<file path="src/rtl/mult_div_ctrl.sv">
// rtl/mult_div_ctrl.sv - iterative HI/LO multiply/divide unit with E-stage interlock
// Optional divider datapath: define MULT_DIV_CTRL_DIV_EN to include DIV/DIVU.
module mult_div_ctrl (
  input  logic        clk,
  input  logic        rst_n,
  input  logic        e_md_valid,
  input  logic [5:0]  E_func,
  input  logic [31:0] E_valA,
  input  logic [31:0] E_valB,
  input  logic        e_flush,
  output logic        e_stall,
  output logic        md_busy,
  output logic        md_done,
  output logic [31:0] hi,
  output logic [31:0] lo,
  output logic [31:0] e_md_rdata
);

  localparam logic [5:0] FN_MFHI  = 6'h10;
  localparam logic [5:0] FN_MFLO  = 6'h12;
  localparam logic [5:0] FN_MULT  = 6'h18;
  localparam logic [5:0] FN_MULTU = 6'h19;
  localparam logic [5:0] FN_DIV   = 6'h1A;
  localparam logic [5:0] FN_DIVU  = 6'h1B;

  typedef enum logic [1:0] {IDLE, CALC, FIX} state_t;

  state_t      state;
  logic [4:0]  cnt;
  // Shared working pair: product {acc_hi,acc_lo}, or remainder/quotient for divide
  logic [31:0] acc_hi;
  logic [31:0] acc_lo;
  logic [31:0] opb;
  logic        sgn_ab;

  logic        is_mul;
  logic        is_div;
  logic        is_signed;
  logic        sign_a;
  logic        sign_b;
  logic [31:0] abs_a;
  logic [31:0] abs_b;
  logic        start;

  logic [32:0] mul_sum;
  logic [63:0] mul_next;
  logic [63:0] prod_fix;
  logic [31:0] step_hi;
  logic [31:0] step_lo;
  logic [31:0] res_hi;
  logic [31:0] res_lo;

  assign is_mul    = (E_func == FN_MULT) || (E_func == FN_MULTU);
  assign is_signed = (E_func == FN_MULT) || (E_func == FN_DIV);
`ifdef MULT_DIV_CTRL_DIV_EN
  assign is_div    = (E_func == FN_DIV) || (E_func == FN_DIVU);
`else
  assign is_div    = 1'b0;
`endif

  // Flush beats a coincident start; only IDLE may accept a new operation
  assign start  = (state == IDLE) && e_md_valid && (is_mul || is_div) && !e_flush;
  assign sign_a = is_signed & E_valA[31];
  assign sign_b = is_signed & E_valB[31];
  assign abs_a  = sign_a ? -E_valA : E_valA;
  assign abs_b  = sign_b ? -E_valB : E_valB;

  // Shift-add: conditionally add multiplicand to the top half, then shift the 65-bit value right
  assign mul_sum  = {1'b0, acc_hi} + (acc_lo[0] ? {1'b0, opb} : 33'd0);
  assign mul_next = {mul_sum, acc_lo[31:1]};
  assign prod_fix = sgn_ab ? -{acc_hi, acc_lo} : {acc_hi, acc_lo};

`ifdef MULT_DIV_CTRL_DIV_EN
  logic        op_div;
  logic        sgn_a_q;
  logic        div_zero;
  logic [32:0] rem_sh;
  logic [32:0] rem_diff;

  // Restoring step: shift next dividend bit into the remainder and trial-subtract
  assign rem_sh   = {acc_hi, acc_lo[31]};
  assign rem_diff = rem_sh - {1'b0, opb};
`endif

  // Select the per-iteration update and the sign-corrected result for the active op
  always_comb begin
    step_hi = mul_next[63:32];
    step_lo = mul_next[31:0];
    res_hi  = prod_fix[63:32];
    res_lo  = prod_fix[31:0];
`ifdef MULT_DIV_CTRL_DIV_EN
    if (op_div) begin
      step_hi = rem_diff[32] ? rem_sh[31:0] : rem_diff[31:0];
      step_lo = {acc_lo[30:0], ~rem_diff[32]};
      res_hi  = sgn_a_q ? -acc_hi : acc_hi;
      // Zero divisor yields all-ones quotient regardless of sign; remainder restores A
      res_lo  = div_zero ? 32'hFFFF_FFFF : (sgn_ab ? -acc_lo : acc_lo);
    end
`endif
  end

  // Stall only a dependent MD instruction while an operation is in flight
  assign e_stall    = md_busy & e_md_valid;
  assign e_md_rdata = (E_func == FN_MFHI) ? hi :
                      (E_func == FN_MFLO) ? lo : 32'd0;

  // Control FSM, iteration datapath and architectural HI/LO
  always_ff @(posedge clk or negedge rst_n) begin
    if (!rst_n) begin
      state    <= IDLE;
      cnt      <= 5'd0;
      acc_hi   <= 32'd0;
      acc_lo   <= 32'd0;
      opb      <= 32'd0;
      sgn_ab   <= 1'b0;
      hi       <= 32'd0;
      lo       <= 32'd0;
      md_busy  <= 1'b0;
      md_done  <= 1'b0;
`ifdef MULT_DIV_CTRL_DIV_EN
      op_div   <= 1'b0;
      sgn_a_q  <= 1'b0;
      div_zero <= 1'b0;
`endif
    end else begin
      md_done <= 1'b0;
      case (state)
        IDLE: begin
          if (start) begin
            state   <= CALC;
            md_busy <= 1'b1;
            cnt     <= 5'd0;
            acc_hi  <= 32'd0;
            acc_lo  <= abs_a;
            opb     <= abs_b;
            sgn_ab  <= sign_a ^ sign_b;
`ifdef MULT_DIV_CTRL_DIV_EN
            op_div   <= is_div;
            sgn_a_q  <= sign_a;
            div_zero <= (E_valB == 32'd0);
`endif
          end
        end
        CALC: begin
          if (e_flush) begin
            state   <= IDLE;
            md_busy <= 1'b0;
            cnt     <= 5'd0;
          end else begin
            acc_hi <= step_hi;
            acc_lo <= step_lo;
            cnt    <= cnt + 5'd1;
            if (cnt == 5'd31) begin
              state <= FIX;
            end
          end
        end
        FIX: begin
          state   <= IDLE;
          md_busy <= 1'b0;
          if (!e_flush) begin
            hi      <= res_hi;
            lo      <= res_lo;
            md_done <= 1'b1;
          end
        end
        default: begin
          state   <= IDLE;
          md_busy <= 1'b0;
        end
      endcase
    end
  end

endmodule

</file>
<file path="config.mk">
export PLATFORM = sky130hd
export DESIGN_NAME = mult_div_ctrl
export DESIGN_NICKNAME = d
export VERILOG_FILES = /design/src/rtl/mult_div_ctrl.sv
export SDC_FILE = /design/constraint.sdc
export NUM_CORES = 1
export LEC_CHECK = 0
export ABC_AREA = 0
export BUFFER_PORTS_ARGS = -buffer_cell sky130_fd_sc_hd__clkbuf_2
export CORE_ASPECT_RATIO = 0.6
export CORE_MARGIN = 2
export CORE_UTILIZATION = 30
export DETAILED_ROUTE_END_ITERATION = 7
export MAX_ROUTING_LAYER = met4
export PLACE_DENSITY = 0.48
export SLEW_MARGIN = 20
export SYNTH_ARGS = -nofsm -noshare
export SYNTH_HDL_FRONTEND = slang
export SYNTH_SLANG_ARGS = --single-unit
</file>
<file path="constraint.sdc">
create_clock -name clk -period 9.5 [get_ports clk]
set_input_delay 0.475 -clock clk [delete_from_list [all_inputs] [get_ports clk]]
set_output_delay 0.475 -clock clk [all_outputs]
set_load 0.02 [all_outputs]
</file>
# [Yosys cells after proc, flatten, opt, wreduce, memory -nomap -nowiden]
# Index checks and enable logic that the tools add are counted.
[classes] add_sub_neg=5 n_eq_ne=12 mux=24 bitwise_logic=5 n_reduce_logical=14
[ops] cell="32-bit 2-to-1 mux" n=9
[ops] cell="32-bit one-hot mux with 2 select lines" n=2
[ops] cell="64-bit 2-to-1 mux" n=1
[ops] cell="32-bit negator" n=2
[ops] cell="64-bit negator" n=1
[ops] cell="32-bit by 32-bit adder with 33-bit output" n=1
[ops] cell="6-bit by 5-bit equality test with 1-bit output (second input constant)" n=5
[ops] cell="5-bit 2-to-1 mux" n=2
[ops] cell="5-bit one-hot mux with 2 select lines" n=1
[ops] cell="2-bit AND reduction" n=5
[ops] cell="2-bit 2-to-1 mux" n=3
[ops] cell="2-bit inequality test (second input constant)" n=3
[ops] cell="5-bit by 1-bit adder with 5-bit output (second input constant)" n=1
[ops] cell="5-bit equality test (second input constant)" n=1
[ops] cell="1-bit 2-to-1 mux" n=4
[ops] cell="2-bit one-hot mux with 2 select lines" n=1
[ops] cell="1-bit AND" n=3
[ops] cell="1-bit logical AND" n=3
[ops] cell="3-bit inequality test (second input constant)" n=1
[ops] cell="3-bit AND reduction" n=1
[ops] cell="2-bit by 1-bit equality test with 1-bit output (second input constant)" n=1
[ops] cell="2-bit equality test (second input constant)" n=1
[ops] cell="2-bit zero test" n=1
[ops] cell="1-bit logical OR" n=2
[ops] cell="other kinds (5)" n=5
[totals] ff_bits=170 input_bits=74 output_inout_bits=99

# [Longest topological paths before layout]
[depth] ltp_word=6 mapped_depth=11

# [Worst setup path after synthesis]
# OpenSTA, ideal clock, no wires.
[synth_path] kind="reg2reg" startpoint="reg acc_lo[0]" endpoint="reg acc_hi[26]" setup_ps=69 t_arrival_ps=2976 t_required_ps=9431 setup_slack_ps=6454 path_stages_with_launch=11 period_less_slack_ps=3046 path_cell_list="dfrtp_1 clkbuf_1 and2_1 ha_1 clkbuf_1 and4_1 nand2_1 o311ai_0 a311oi_1 or4b_2 nand3_1"
[synth_between] elab_chain_cells=4
[synth_rtl] item="start, declared" line="32" rtl="logic [31:0] acc_lo;"
[synth_rtl] item="start signal, assigned" line="134" rtl="acc_lo <= abs_a;"
[synth_rtl] item="start signal, assigned" line="151" rtl="acc_lo <= step_lo;"
[synth_rtl] item="32-bit 2-to-1 mux" line="69" rtl="assign mul_sum = {1'b0, acc_hi} + (acc_lo[0] ? {1'b0, opb} : 33'd0);"
[synth_rtl] item="32-bit by 32-bit adder with 33-bit output" line="69"
[synth_rtl] item="32-bit 2-to-1 mux" line="145" rtl="if (e_flush) begin"
[synth_rtl] item="32-bit one-hot mux with 2 select lines" line="127" rtl="case (state)"
[synth_rtl] item="end signal, assigned" line="150" rtl="acc_hi <= step_hi;"
[synth_rtl] item="end, declared" line="31" rtl="logic [31:0] acc_hi;"
# Every way passes these cells. The select of a mux whose other input is x is not followed.
# A chain may end at the register's enable or synchronous reset.

# [Final worst setup path]
[layout_path] startpoint="reg acc_lo[0]" endpoint="reg acc_hi[22]"
# Same word-level chain as after synthesis.

==> results.yml <==
status:
  status: "completed"
timing:
  worst_pin_slew_ns: 1.01
  drv_slew: 0
  clock_skew_ns: 0.00875
  max_freq_mhz: 247
  fin_crit_ns: 4.05
  max_slew_margin: 0.325
  finalSetupTns_ns: 0
  grt_setup_unrepaired: "false"
  finalCritPeriodShare: 0.426
  hold_viol_final: 0
  setup_viol_count_final: 0
floorplanning:
  core_area_mm2: 0.0377
  pin_count: 173
  die_w_um: 257
  die_h_um: 156
  dieArea_mm2: 0.0399
  placementRows: 55
  initial_core_util: 0.305
global_route:
  overflow: 0
  globalRouteTotalUtil: 0.184
  grt_antenna_before_repair: 0
  grt_max_degree: 97
  grt_pass1_wl_um: 55600
  grt_pass1_vias: 9446
power_and_ir_drop:
  cellLeakagePower_nw: 6.08
  power_density_mw_per_mm2: 143
  finalPower_mw: 1.92
  worst_ir_drop_vdd_mv: 0.122
worst_setup_path:
  crit_fanout: 34
  critPathKind: "flop to flop"
  reg2regPathDepth: 9
  cp.required_ns: 9.83
  cp-end-kind: "flop"
  reg2reg_from: "acc_lo[0]"
  start_kind: "flop"
  startpoint: "acc_lo[0]"
  critical_path_arrival_ns: 4.38
synthesis:
  synth_cells: 1357
  mappedNetlistNets: 1469
  synth-seq-cells: 170
  async_flop_share: 1.00
  netlist_area_mm2: 0.0115
  ys.flop_type: "dfrtp_1"
  synth_most_common_cell: "nand2_1"
  yosysWarnings: 0
  yosysTopAreaCellShare: 0.370
  synth_common_cells: "nand2_1 (210), o21ai_0 (197), dfrtp_1 (170)"
  syn-mean-instance-area_um2: 8.47
  synth_top_area_cell: "dfrtp_1"
  synth-edff-count: 0
  yosysUniqueCellTypes: 66
  seq_area_frac_synth: 0.370
  yosys-top-cells-area: "dfrtp_1 (37%), o21ai_0 (8.6%), xor2_1 (7.5%)"
clock_network:
  clk_latency_ns: 0.45
  cts.path.max_buffers: 2
  cts_setup_buffers: 0
  postCtsHoldBufs: 0
  cts_tree: "done"
  post_cts_resized: 0
  cts-root-buf: "clkbuf_16"
  cts_buffers: 17
  htree_levels: 4
  cts_sinks: 170
  clkTransAtPathRegs_ns: 0.06
route:
  vias: 10200
  postRouteAntennaNets: 0
  drt_iter0_drc: 840
  avgViaCountPerCell: 5.07
  route.detailed.drc: 0
  drt_first_pass_iters: 5
  wl_um: 35800
  wl_per_cell_um: 17.8
placed_design:
  port_buffers: 172
  place_congestion: 0.890
  dp_hpwl_um: 27100
  dp.cells: 1976
finish:
  n_antenna_cell: 0
  syn_to_final_growth_pct: 16.7
  stdcell_count: 2007
  multiInputGateArea_mm2: 0.00690
  fill_cells: 3968
  nets: 1594
  drive_gt1_frac: 0.161
  seq_area_mm2: 0.00426
hold_path:
  hold_path.class: "input pin to async pin"
job:
  maxCapViolCount: 0
## flip-flops by register name (all words and copies together), names as in the netlist
| name | flops |
|---|---|
| opb | 32 |
| md_busy | 1 |
| lo | 32 |
| acc_lo | 32 |
| sgn_ab | 1 |
| md_done | 1 |
| hi | 32 |
| acc_hi | 32 |
| cnt | 5 |
| state | 2 |
## metal layers
layer | track usage | share of wire
met2 | 0.251 | 0.41
met1 | 0.269 | 0.52
met5 | - | 0
met3 | 0.0351 | 0.042
met4 | 0.0640 | 0.027
## cell usage in the layout, fill, tap and decap left out, types with 7 or more instances in the layout
| master | n |
|---|---|
| o21ai_0 | 197 |
| a31oi_1 | 18 |
| nor2_1 | 95 |
| clkbuf_16 | 17 |
| or3_1 | 16 |
| o41ai_1 | 13 |
| nor3_1 | 12 |
| nand2b_1 | 7 |
| o31ai_1 | 32 |
| nand3_1 | 9 |
| a21o_1 | 19 |
| xor2_1 | 98 |
| xnor2_1 | 44 |
| clkbuf_2 | 171 |
| ha_1 | 37 |
| or4_1 | 16 |
| or2_2 | 7 |
| nor2b_1 | 8 |
| dfrtp_1 | 169 |
| a21oi_1 | 51 |
| nor4_1 | 16 |
| buf_4 | 12 |
| nand4_1 | 7 |
| and2_1 | 35 |
| nand2_1 | 208 |
| inv_1 | 19 |
| mux2i_1 | 57 |
## kinds of logic after synthesis
group,synth area share
AND/OR/NAND/NOR,0.190
buffers and inverters,0.0326
XOR/XNOR,0.108
AO/OA/AOI/OAI,0.207
flip-flops,0.370
multiplexers,0.0506
adder cells (fa/ha/maj),0.0420
## where the power goes
group / total [mW] / switching, mW / internal [mW] / leakage [nW]
Clock: 0.713 / 0.307 / 0.407 / 0.278
Sequential: 0.868 / 0.0872 / 0.781 / 2.31
Combinational: 0.343 / 0.206 / 0.137 / 3.49
## stage by stage
stage | hold slack (ns) | setup WS, ns | utilization | instance area, um^2
finish | 0.0638 | 5.45 | 0.356 | 13400
global route | 0.121 | 5.02 | 0.356 | 13400
CTS | 0.0864 | 5.47 | 0.355 | 13400
detailed placement | 0.469 | 5.51 | 0.340 | 12800
global placement | 0.468 | 5.63 | 0.340 | 12800
floorplan | 0.179 | 6.45 | - | 11500
## final timing paths
kind / to / slack, ns
worst max-delay path: acc_hi[22] / 5.45
worst min-delay path: acc_hi[3] / 0.06
worst max register to register: acc_hi[22] / 5.45
worst min register to register: opb[11] / 0.48
max in group asynchronous: state[0] / 8.29
min in group clk: acc_lo[31] / 0.33
## final cells by class
type / instances / area share
Clock buffer: 21 / 0.0351
Timing Repair Buffer: 184 / 0.0714
Tap cell: 513 / 0.0479
Inverter: 19 / 0.00532
Multi-Input combinational cell: 1090 / 0.514
Sequential cell: 170 / 0.317
Clock inverter: 10 / 0.00877
## worst max-delay path, stage by stage (launching register included)
cell	delay, ns
dfrtp_1	0.89
and2_1	0.24
ha_1	0.31
a21o_1	0.19
a31oi_1	0.34
a2bb2oi_1	0.20
o311ai_0	0.30
a311oi_1	0.96
o21ai_0	0.16
a221o_1	0.33
(Power assumes the default switching activity.)
